### config.mk
export PLATFORM = sky130hd
export DESIGN_NAME = switch_debounce
export DESIGN_NICKNAME = d
export VERILOG_FILES = /design/src/rtl/switch_pkg.sv /design/src/rtl/debounce_bit.sv /design/src/rtl/switch_debounce.sv
export SDC_FILE = /design/constraint.sdc
export NUM_CORES = 1
export LEC_CHECK = 0
export ABC_AREA = 0
export CELL_PAD_IN_SITES_DETAIL_PLACEMENT = 1
export CELL_PAD_IN_SITES_GLOBAL_PLACEMENT = 1
export CORE_UTILIZATION = 41
export DETAILED_ROUTE_END_ITERATION = 6
export PLACE_DENSITY = 0.73
export SLEW_MARGIN = 0
export SYNTH_ARGS = -nofsm -noshare
export SYNTH_HDL_FRONTEND = slang
export SYNTH_HIERARCHICAL = 1
export SYNTH_SLANG_ARGS = --single-unit
export TNS_END_PERCENT = 20
### constraint.sdc
create_clock -name clock -period 2.7 [get_ports clock]
set_input_delay 0.675 -clock clock [delete_from_list [all_inputs] [get_ports clock]]
set_output_delay 0.675 -clock clock [all_outputs]
set_load 0.02 [all_outputs]
### src/rtl/switch_pkg.sv
// Shared constants for the DIP switch debouncer.
// Holds the switch bus width, default timing parameters and a counter-width helper.
package switch_pkg;

   localparam int unsigned SW_WIDTH               = 24;
   localparam int unsigned DEFAULT_TICK_DIV       = 23000;
   localparam int unsigned DEFAULT_STABLE_SAMPLES = 4;

   // Counter width able to hold 0..n-1; never narrower than one bit.
   function automatic int unsigned cnt_width(input int unsigned n);
      return (n > 1) ? $clog2(n) : 1;
   endfunction

endpackage

### src/rtl/debounce_bit.sv
// Single-bit stability debouncer: accepts a new level after STABLE_SAMPLES
// consecutive sample ticks that all disagree with the current clean level.
module debounce_bit
   import switch_pkg::*;
#(
   parameter int unsigned STABLE_SAMPLES = DEFAULT_STABLE_SAMPLES
) (
   input  logic clock,
   input  logic reset,
   input  logic sync_bit,
   input  logic tick,
   output logic clean,
   output logic upd
);

   localparam int unsigned    CW   = cnt_width(STABLE_SAMPLES + 1);
   localparam logic [CW-1:0] LAST = CW'(STABLE_SAMPLES - 1);

   logic [CW-1:0] cnt;
   logic          differ;

   assign differ = sync_bit ^ clean;

   always_comb begin
      upd = tick & differ & (cnt == LAST);
   end

   // Any agreeing sample restarts the window, so a bounce costs a full window.
   always_ff @(posedge clock or posedge reset) begin
      if (reset) begin
         cnt   <= '0;
         clean <= 1'b0;
      end else if (tick) begin
         if (!differ) begin
            cnt <= '0;
         end else if (cnt == LAST) begin
            clean <= sync_bit;
            cnt   <= '0;
         end else begin
            cnt <= cnt + 1'b1;
         end
      end
   end

endmodule

### src/rtl/switch_debounce.sv
// DIP switch conditioner: 2-flop synchroniser, shared sample tick, per-bit debouncers.
// Optional sticky change flags enabled by defining SWITCH_DEBOUNCE_EDGE_LATCH_EN.
module switch_debounce
   import switch_pkg::*;
#(
   parameter int unsigned TICK_DIV       = DEFAULT_TICK_DIV,
   parameter int unsigned STABLE_SAMPLES = DEFAULT_STABLE_SAMPLES
) (
   input  logic                clock,
   input  logic                reset,
   input  logic [SW_WIDTH-1:0] sw_raw,
   output logic [SW_WIDTH-1:0] sw_clean,
   output logic                sw_changed,
   input  logic                clr_flags,
   output logic [SW_WIDTH-1:0] change_flags
);

   localparam int unsigned    TW        = cnt_width(TICK_DIV);
   localparam logic [TW-1:0] TICK_LAST = TW'(TICK_DIV - 1);

   logic [SW_WIDTH-1:0] sync1;
   logic [SW_WIDTH-1:0] sync2;
   logic [SW_WIDTH-1:0] upd;
   logic [TW-1:0]       tick_cnt;
   logic                tick;

   always_ff @(posedge clock or posedge reset) begin
      if (reset) begin
         sync1 <= '0;
         sync2 <= '0;
      end else begin
         sync1 <= sw_raw;
         sync2 <= sync1;
      end
   end

   assign tick = (tick_cnt == TICK_LAST);

   always_ff @(posedge clock or posedge reset) begin
      if (reset) begin
         tick_cnt <= '0;
      end else if (tick) begin
         tick_cnt <= '0;
      end else begin
         tick_cnt <= tick_cnt + 1'b1;
      end
   end

   for (genvar g = 0; g < SW_WIDTH; g++) begin : g_bit
      debounce_bit #(
         .STABLE_SAMPLES (STABLE_SAMPLES)
      ) u_debounce_bit (
         .clock    (clock),
         .reset    (reset),
         .sync_bit (sync2[g]),
         .tick     (tick),
         .clean    (sw_clean[g]),
         .upd      (upd[g])
      );
   end

   always_ff @(posedge clock or posedge reset) begin
      if (reset) begin
         sw_changed <= 1'b0;
      end else begin
         sw_changed <= |upd;
      end
   end

`ifdef SWITCH_DEBOUNCE_EDGE_LATCH_EN
   // A clear in the same cycle as an update keeps the updating bits set.
   always_ff @(posedge clock or posedge reset) begin
      if (reset) begin
         change_flags <= '0;
      end else if (clr_flags) begin
         change_flags <= upd;
      end else begin
         change_flags <= change_flags | upd;
      end
   end
`else
   logic unused_clr_flags;
   assign unused_clr_flags = clr_flags;
   assign change_flags     = '0;
`endif

endmodule

; ---- Word level (Yosys, flattened, before mapping)
; Cells that the tools add are included.
[totals]
ff_bits = 160
output_inout_bits = 49
wordCells = 248
[op_classes]
n_addsub = 25
n_eq_ne = 25
mux = 49
bitwise_logic = 72
reduce_logical = 25
[ops]
columns = cell, n
row1 = $mux 3, 48
row2 = $add 3x1->3 const B, 24
row3 = $eq 3x2->1 const B, 24
row4 = $reduce_and 3->1, 24
row5 = $and 1x1->1, 48
row6 = $reduce_or 24->1, 1
row7 = $xor 1x1->1, 24
row8 = $add 15x1->15 const B, 1
row9 = $eq 15x15->1 const B, 1
row10 = $mux 15, 1

; ---- Logic depth before layout (Yosys ltp)
; Gate-level depths: netlist (run 1).
[depth]
ltp_word = 4
ltp_mapped = 9

; ---- Modules after synthesis
; Netlist (run 1), hierarchy kept.
[modules_own_cells]
columns = module, n_inst, cells_per_inst, area_per_inst_um2, seq_area_each_um2
row1 = debounce_bit, 24, 20, 214.0, 100.1
row2 = switch_debounce, 1, 149, 2188.3, 1601.5

; ---- Least setup slack after synthesis (run 1)
; Ideal clock, no wire load.
[synth_timing]
kind = register to register
start = register tick_cnt[0]
end = register sw_changed
t_arrival_ns = 2.505
slack_ns = 0.127
stages_incl_launch_ff = 10
path_cell_list = dfrtp_1 > ha_1 > or4bb_1 > nor4_4 > buf_6 > nand3b_2 > nor2_1 > nor4_1 > and4_1 > nand3_1
[synth_via]
elab_chain_cells = 4
[synth_rtl]
columns = element, line
row1 = from (decl), switch_debounce.sv:24  ; logic [TW-1:0] tick_cnt;
row2 = from (signal assigned), switch_debounce.sv:45  ; tick_cnt <= tick_cnt + 1'b1;
row3 = $eq 15x15->1, switch_debounce.sv:37  ; assign tick = (tick_cnt == TICK_LAST);
row4 = via tick, switch_debounce.sv:25  ; logic tick;
row5 = $and 1x1->1 (2 in a row), debounce_bit.sv:25  ; upd = tick & differ & (cnt == LAST);
row6 = via upd[19], switch_debounce.sv:23  ; logic [SW_WIDTH-1:0] upd;
row7 = $reduce_or 24->1, switch_debounce.sv:66  ; sw_changed <= |upd;
row8 = to (signal assigned), switch_debounce.sv:66
row9 = to (decl), switch_debounce.sv:13  ; output logic sw_changed,
; The timed path passes the listed nets, and every way through them passes these cells.
; A chain may end at the register's enable or synchronous reset.

; ---- Final worst setup path (run 1)
[layout_timing]
start = register tick_cnt[0]
end = register g_bit[16].u_debounce_bit.cnt[0]
[layout_via]
elab_chain_cells = 1
[layout_rtl]
columns = element, line
row1 = $eq 15x15->1, switch_debounce.sv:37
row2 = to (signal assigned), debounce_bit.sv:40  ; cnt <= cnt + 1'b1;
row3 = to (decl), debounce_bit.sv:19  ; logic [CW-1:0] cnt;
; Every way passes these cells.

==> results.md, run 1 <==
* CTS root buffer: clkbuf_16
* # diodes at 0
* Number of routed nets with antenna violations at 0
* Startpoint types: flop
* Crit path top cell by count: buf_4
* Number of synthesized flops with an enable pin at 0
* Unique cell type count in the Yosys netlist at 30
* Reg power frac at 47.0%
* Async SR Flop Fraction at 100%
* Fillers at 1858
* Final Hold Viols at 0
* Largest cells by area after synthesis: dfrtp_1 (55%), mux2_4 (4.9%), ha_1 (4.3%)
* Number of synthesized register bits at 160
* Max-Cap Viols at 0
* CTS Buffer Depth at 2
* CP Capture Type: flop
* CP Max Fanout at 38
* Sequential area share after synthesis at 54.7%
* H-tree depth at 4
* Clock skew at 0.00638 ns
* DR vias/cell at 4.90
* Fin crit period at 2.47 ns
* Max Clk Rate at 405 MHz
* Mapped Cells at 629
* Clk pwr share at 49.7%
* Final setup TNS at 0 ns
* Final core utilization at 51.1%
* Grt ovf at 0
* Switching power at 1.13 mW
* Unrepaired setup endpoints after global routing: false
* CTS tree: done
* Initial antenna violation count at 0
* Worst path cell trace: ha_1 -> or4bb_1 -> nor4_4 -> buf_12 -> buf_4 -> buf_4 -> nand2b_1 -> o31ai_1
* Initial drt markers at 111
* Top-count cell post-synth: dfrtp_1
* Routed WL at 15600 um
* Detail-routed net length per standard cell at 16.3 um
* Post-route DRC at 0
* Post-cts resize count at 0
* Routed via count at 4679
* Worst slew pin tran at 0.584 ns
* Num ports at 76
* Number of global-route vias before repair at 5312
* Starting Density at 42.2%
* Syn Area/Cell at 11.6 sq um
* Min-Delay Path Class: flop to flop
* Final worst slack at 0.229 ns
* Final period utilization at 91.5%
* Largest net degree at the start of global routing at 39
* Post-synth top area share at 54.7%
* Worst rel slew slack at 60.7%
* Leak at 4.15 nW
* Worst path arrival time at 2.78 ns
* Place WS at 0.189 ns
* DIE AREA at 18400 sq um
* First-pass GRT wire length at 26200 um
* Critical path class: flop to flop
* Total track usage at 18.5%
* PD cells at 588 nW/um^2
* Core area at 17400 sq um
* Die height at 136 um
* Post-CTS Setup Inserts at 0
* Hold buffers post-CTS at 0
* Drt first pass iters at 4
* Number of synthesis warnings at 6
* Fin Hold WS at 0.348 ns
* Int Pwr at 4.09 mW
* Worst-skew pair later-pin latency at 0.42 ns
* Post-synth top cells: dfrtp_1 (160), inv_1 (73), nand2b_1 (48), o22ai_1 (48), nor2_1 (34)
* Critical path required time at 3.01 ns
* Area delta synth->final at 21.0%
* Clock transition at the registers of the reported paths at 0.06 ns
* Comb pwr share at 3.3%
* Width of the chip at 136 um
* Post-Syn Area at 7320 sq um
* Top FF cell, synth: dfrtp_1
* Worst vdd ir at 0.459 mV
* Row count at 48
* Crit-path slowest cell: or4bb_1
* Final setup violation count at 0
* Fraction of layout cells with a size suffix above 1 at 14.4%
* Final Max Tran Viols at 0
* Clock sink count at 160
* Net Sw Frac at 21.6%
* IO Port Bufs at 50
* CP peak stage delay at 0.53 ns
* Post-DP HPWL at 10800 um
* Post-synth top area cell: dfrtp_1
* Routability cong. at 0.733
* Final layout net count at 769
* Status: finished clean
* CTS buffer count at 17
per-layer routing:
metal,share of wire (%),up-vias,wire length (um),global-route usage [%]
met3,2.5,14,382,4.19
met4,1.0,0,161,5.06
met2,54,64,8400,34.2
met1,43,2361,6640,21.2
met5,0,-,0,0
li1,-,2240,-,-
metrics by stage:
stage | cells | area (sq um) | total power, mW
global placement | 923 | 8220 | 2.66
global route | 955 | 8860 | 5.40
CTS | 955 | 8860 | 5.28
finish | 955 | 8860 | 5.22
floorplan | 652 | 7410 | 2.61
detailed placement | 923 | 8220 | 2.67
power groups by stage:
| stage | sequential [mW] | combinational (mW) | clock [mW] |
|---|---|---|---|
| 2_1_floorplan | 2.49 | 0.123 | 0 |
| 3_3_place_gp | 2.49 | 0.166 | 0 |
| 3_5_place_dp | 2.50 | 0.174 | 0 |
| 4_1_cts | 2.45 | 0.176 | 2.66 |
| 5_1_grt | 2.45 | 0.191 | 2.75 |
| 6_report | 2.45 | 0.170 | 2.59 |
area by class of cell:
type / count / area, sq um / share of cell area [%]
sequential: 160 / 4000 / 45.2
multi-input combinational: 393 / 2940 / 33.1
timing repair buffer: 72 / 728 / 8.22
clock buffer: 19 / 453 / 5.11
tap: 225 / 282 / 3.18
inverter: 73 / 274 / 3.09
clock inverter: 13 / 186 / 2.10
sequential cells by signal, indices dropped and copies added (netlist names):
name and count:
g_bit.u_debounce_bit/clean 24, sync2 24, tick_cnt 15, sw_changed 1, sync1 24, g_bit.u_debounce_bit/cnt 72
cell families (layout without fill, tap and decap cells):
family                     count (synthesis)  in the layout  synth area share (%)
AOI/OAI and AO/OA                         73             73                  6.63
xor gates and xnor gates                  36             36                  4.31
adders and majority gates                 25             25                  4.27
other                                      1             24                0.0512
buffers and inverters                     99            177                  6.41
DFF                                      160            160                  54.7
and+or+nand+nor                          211            211                  18.7
muxes                                     24             24                  4.92
path summary, 6_finish.rpt:
check | from | end | slack (ns) | cells after the start
max | tick_cnt[0] | g_bit[16].u_debounce_bit/cnt[0] | 0.23 | 8
min | sync1[21] | sync2[21] | 0.35 | 0
max reg2reg | tick_cnt[0] | g_bit[16].u_debounce_bit/cnt[0] | 0.23 | 8
min reg2reg | sync1[21] | sync2[21] | 0.35 | 0
max in group asynchronous | reset | sync2[22] | 1.48 | 3
min in group asynchronous | reset | sync2[9] | 0.68 | 2
cells in the final DEF (no fill, tap or decap), types with 2 or more instances in the layout:
cell and count:
and2b_1 24, and3_1 4, and4_1 3, buf_12 5, buf_4 17, bufinv_16 4, clkbuf_16 17, clkbuf_8 2
clkdlybuf4s50_1 50, clkinv_2 2, clkinv_4 3, clkinvlp_4 4, conb_1 24, dfrtp_1 160, ha_1 25, inv_1 72
mux2_4 24, nand2_1 28, nand2b_1 48, nand3_1 7, nand3b_2 24, nand4_1 3, nor2_1 34, nor4_1 6
o22ai_1 48, o31ai_1 24, or2b_1 24, xnor2_1 26, xor2_1 10
worst max-delay path, delay by kind of cell, from the launching register on:
kind                     cells  cell delay (ns)
AO/OA/AOI/OAI                1             0.26
adder cells (fa/ha/maj)      1             0.19
buffers and inverters        3             0.62
flip-flops                   1             0.40
AND/OR/NAND/NOR              3             0.88
Note: power is estimated with default switching activity, not from simulation.
==> inputs of run 2 (changes only) <==
--- a/config.mk
+++ b/config.mk
@@ -8,8 +8,10 @@
 export ABC_AREA = 0
 export CELL_PAD_IN_SITES_DETAIL_PLACEMENT = 1
 export CELL_PAD_IN_SITES_GLOBAL_PLACEMENT = 1
+export CORE_ASPECT_RATIO = 0.8
 export CORE_UTILIZATION = 41
 export DETAILED_ROUTE_END_ITERATION = 6
+export GPL_ROUTABILITY_DRIVEN = 0
 export PLACE_DENSITY = 0.73
 export SLEW_MARGIN = 0
 export SYNTH_ARGS = -nofsm -noshare
==> run 2 against run 1 <==
Utilization is 0.44 points lower. Non-clock buffer count is 3 higher. Cell count up 0.31%. Design area decreased by 0.42%. Clock power is 8.9% lower. Combinational power hardly changed. Via count rose by 1.3%. Flip-flop and latch count stayed put. Largest cell class unchanged. Register-to-register slack hardly changed. Critical path type unchanged.
==> results.md, run 2 (same netlist as run 1, synthesis figures left out) <==
* CTS tree: done
* Most frequent cells in the layout: dfrtp_1 (160), inv_1 (72), clkdlybuf4s50_1 (50)
* Final core utilization at 50.6%
* # diodes at 0
* Post-Place Cells at 926
* IO Port Bufs at 50
* Max-Cap Viols at 0
* Fin Hold WS at 0.349 ns
* Crit-path slowest cell: or4bb_1
* Max Clk Rate at 404 MHz
* Number of routed nets with antenna violations at 0
* Max FFs per register at 72
* Area delta synth->final at 20.5%
* Fraction of layout cells with a size suffix above 1 at 14.3%
* Worst path cell trace: ha_1 -> or4bb_1 -> nor4_4 -> buf_12 -> buf_4 -> nand3b_2 -> nor2_1 -> nor4_1 -> and4_1 -> nand3_1
* Initial antenna violation count at 0
* H-tree depth at 4
* Worst vdd ir at 0.353 mV
* Worst slew pin tran at 0.489 ns
* Routed WL at 15200 um
* Design area at 8830 sq um
* Fin crit period at 2.48 ns
* Fillers at 1861
* Unrepaired setup endpoints after global routing: false
* Final Hold Viols at 0
* DR vias/cell at 4.95
* Row count at 43
* Worst-skew pair later-pin latency at 0.43 ns
* Fin cells at 958
* Drt first pass iters at 4
* Critical path required time at 3.06 ns
* First-pass GRT wire length at 25900 um
* Place WS at 0.155 ns
* Startpoint types: flop
* Detail-routed net length per standard cell at 15.9 um
* Clock transition at the registers of the reported paths at 0.06 ns
* Number of global-route vias before repair at 5308
* PD cells at 565 nW/um^2
* Final period utilization at 91.7%
* Multi-input logic area at 2940 sq um
* Final layout net count at 772
* Min-Delay Path Class: flop to flop
* Total track usage at 18.5%
* CTS Buffer Depth at 2
* Final Max Tran Viols at 0
* Post-DP HPWL at 10800 um
* Starting Density at 42.0%
* Worst rel slew slack at 67.1%
* DIE AREA at 18400 sq um
* CP peak stage delay at 0.54 ns
* Largest reg by FF count: g_bit.u_debounce_bit/cnt
* CP Max Fanout at 22
* Clock sink count at 160
* Critical path class: flop to flop
* Dpl cell area at 8250 sq um
* Largest net degree at the start of global routing at 46
* Register area at 4000 sq um
* Num ports at 76
* CTS root buffer: clkbuf_16
* Grt ovf at 0
* Final setup violation count at 0
* Final setup TNS at 0 ns
* Core area at 17400 sq um
* Clock skew at 0.0107 ns
* Post-route DRC at 0
* CTS buffer count at 17
* Initial drt markers at 225
* Leak at 4.14 nW
* Width of the chip at 151 um
* CP Capture Type: flop
* Status: finished clean
* Worst path arrival time at 2.84 ns
* Die height at 122 um
* Final worst slack at 0.223 ns
* Routed via count at 4739
* Tot Pwr at 4.98 mW
* Most common cell after layout, fill and taps aside: dfrtp_1
==> run 2: changes by cell type in the layout (fill, tap and decap cells not counted), sizes merged <==
cell and delta:
buf +3, clkbuf +3, bufinv -2, clkinvlp -1
==> run 2: layer usage <==
layer / up-vias / GRT usage (%) / share of wire (%)
li1: 2239 / - / -
met1: 2429 / 23.0 / 45
met2: 57 / 31.4 / 51
met3: 14 / 4.57 / 2.7
met4: 0 / 5.94 / 1.0
met5: - / 0 / 0
==> run 2: final timing paths <==
path | start | end | slack, ns | cells after the start
setup reg to reg | tick_cnt[0] | sw_changed | 0.22 | 10
min in group asynchronous | reset | g_bit[6].u_debounce_bit/clean | 0.67 | 3
hold / removal | sync1[0] | sync2[0] | 0.35 | 0
max in group asynchronous | reset | sync2[6] | 1.61 | 4
hold reg to reg | sync1[0] | sync2[0] | 0.35 | 0
setup / recovery | tick_cnt[0] | sw_changed | 0.22 | 10
==> run 2: where the power goes <==
part | internal, mW | switching (mW) | leakage, nW
Combinational | 0.0548 | 0.115 | 1.75
Clock | 1.40 | 0.955 | 0.276
Sequential | 2.43 | 0.0196 | 2.11
Total | 3.89 | 1.09 | 4.14
==> run 2: timing repair <==
item | 4_1_cts | 5_1_grt
endpoints found under the setup margin | 0 | 2
endpoints found under the hold margin | 0 | 0
resized for setup | 0 | 1
setup buffers | 0 | 0
hold buffers | 0 | 0
==> run 2: worst max-delay path: cells and delay by family (launching register included) <==
family                     cells  cell delay (ns)
and+or+nand+nor                7             1.44
DFF                            1             0.41
buffers and inverters          2             0.39
adders and majority gates      1             0.18
==> run 2: area by class of cell <==
type	instances	share of cell area (%)
Sequential cell	160	45.4
Multi-Input combinational cell	393	33.3
Timing Repair Buffer	75	8.55
Clock buffer	22	5.26
Tap cell	225	3.19
Inverter	73	3.10
Clock inverter	10	1.26
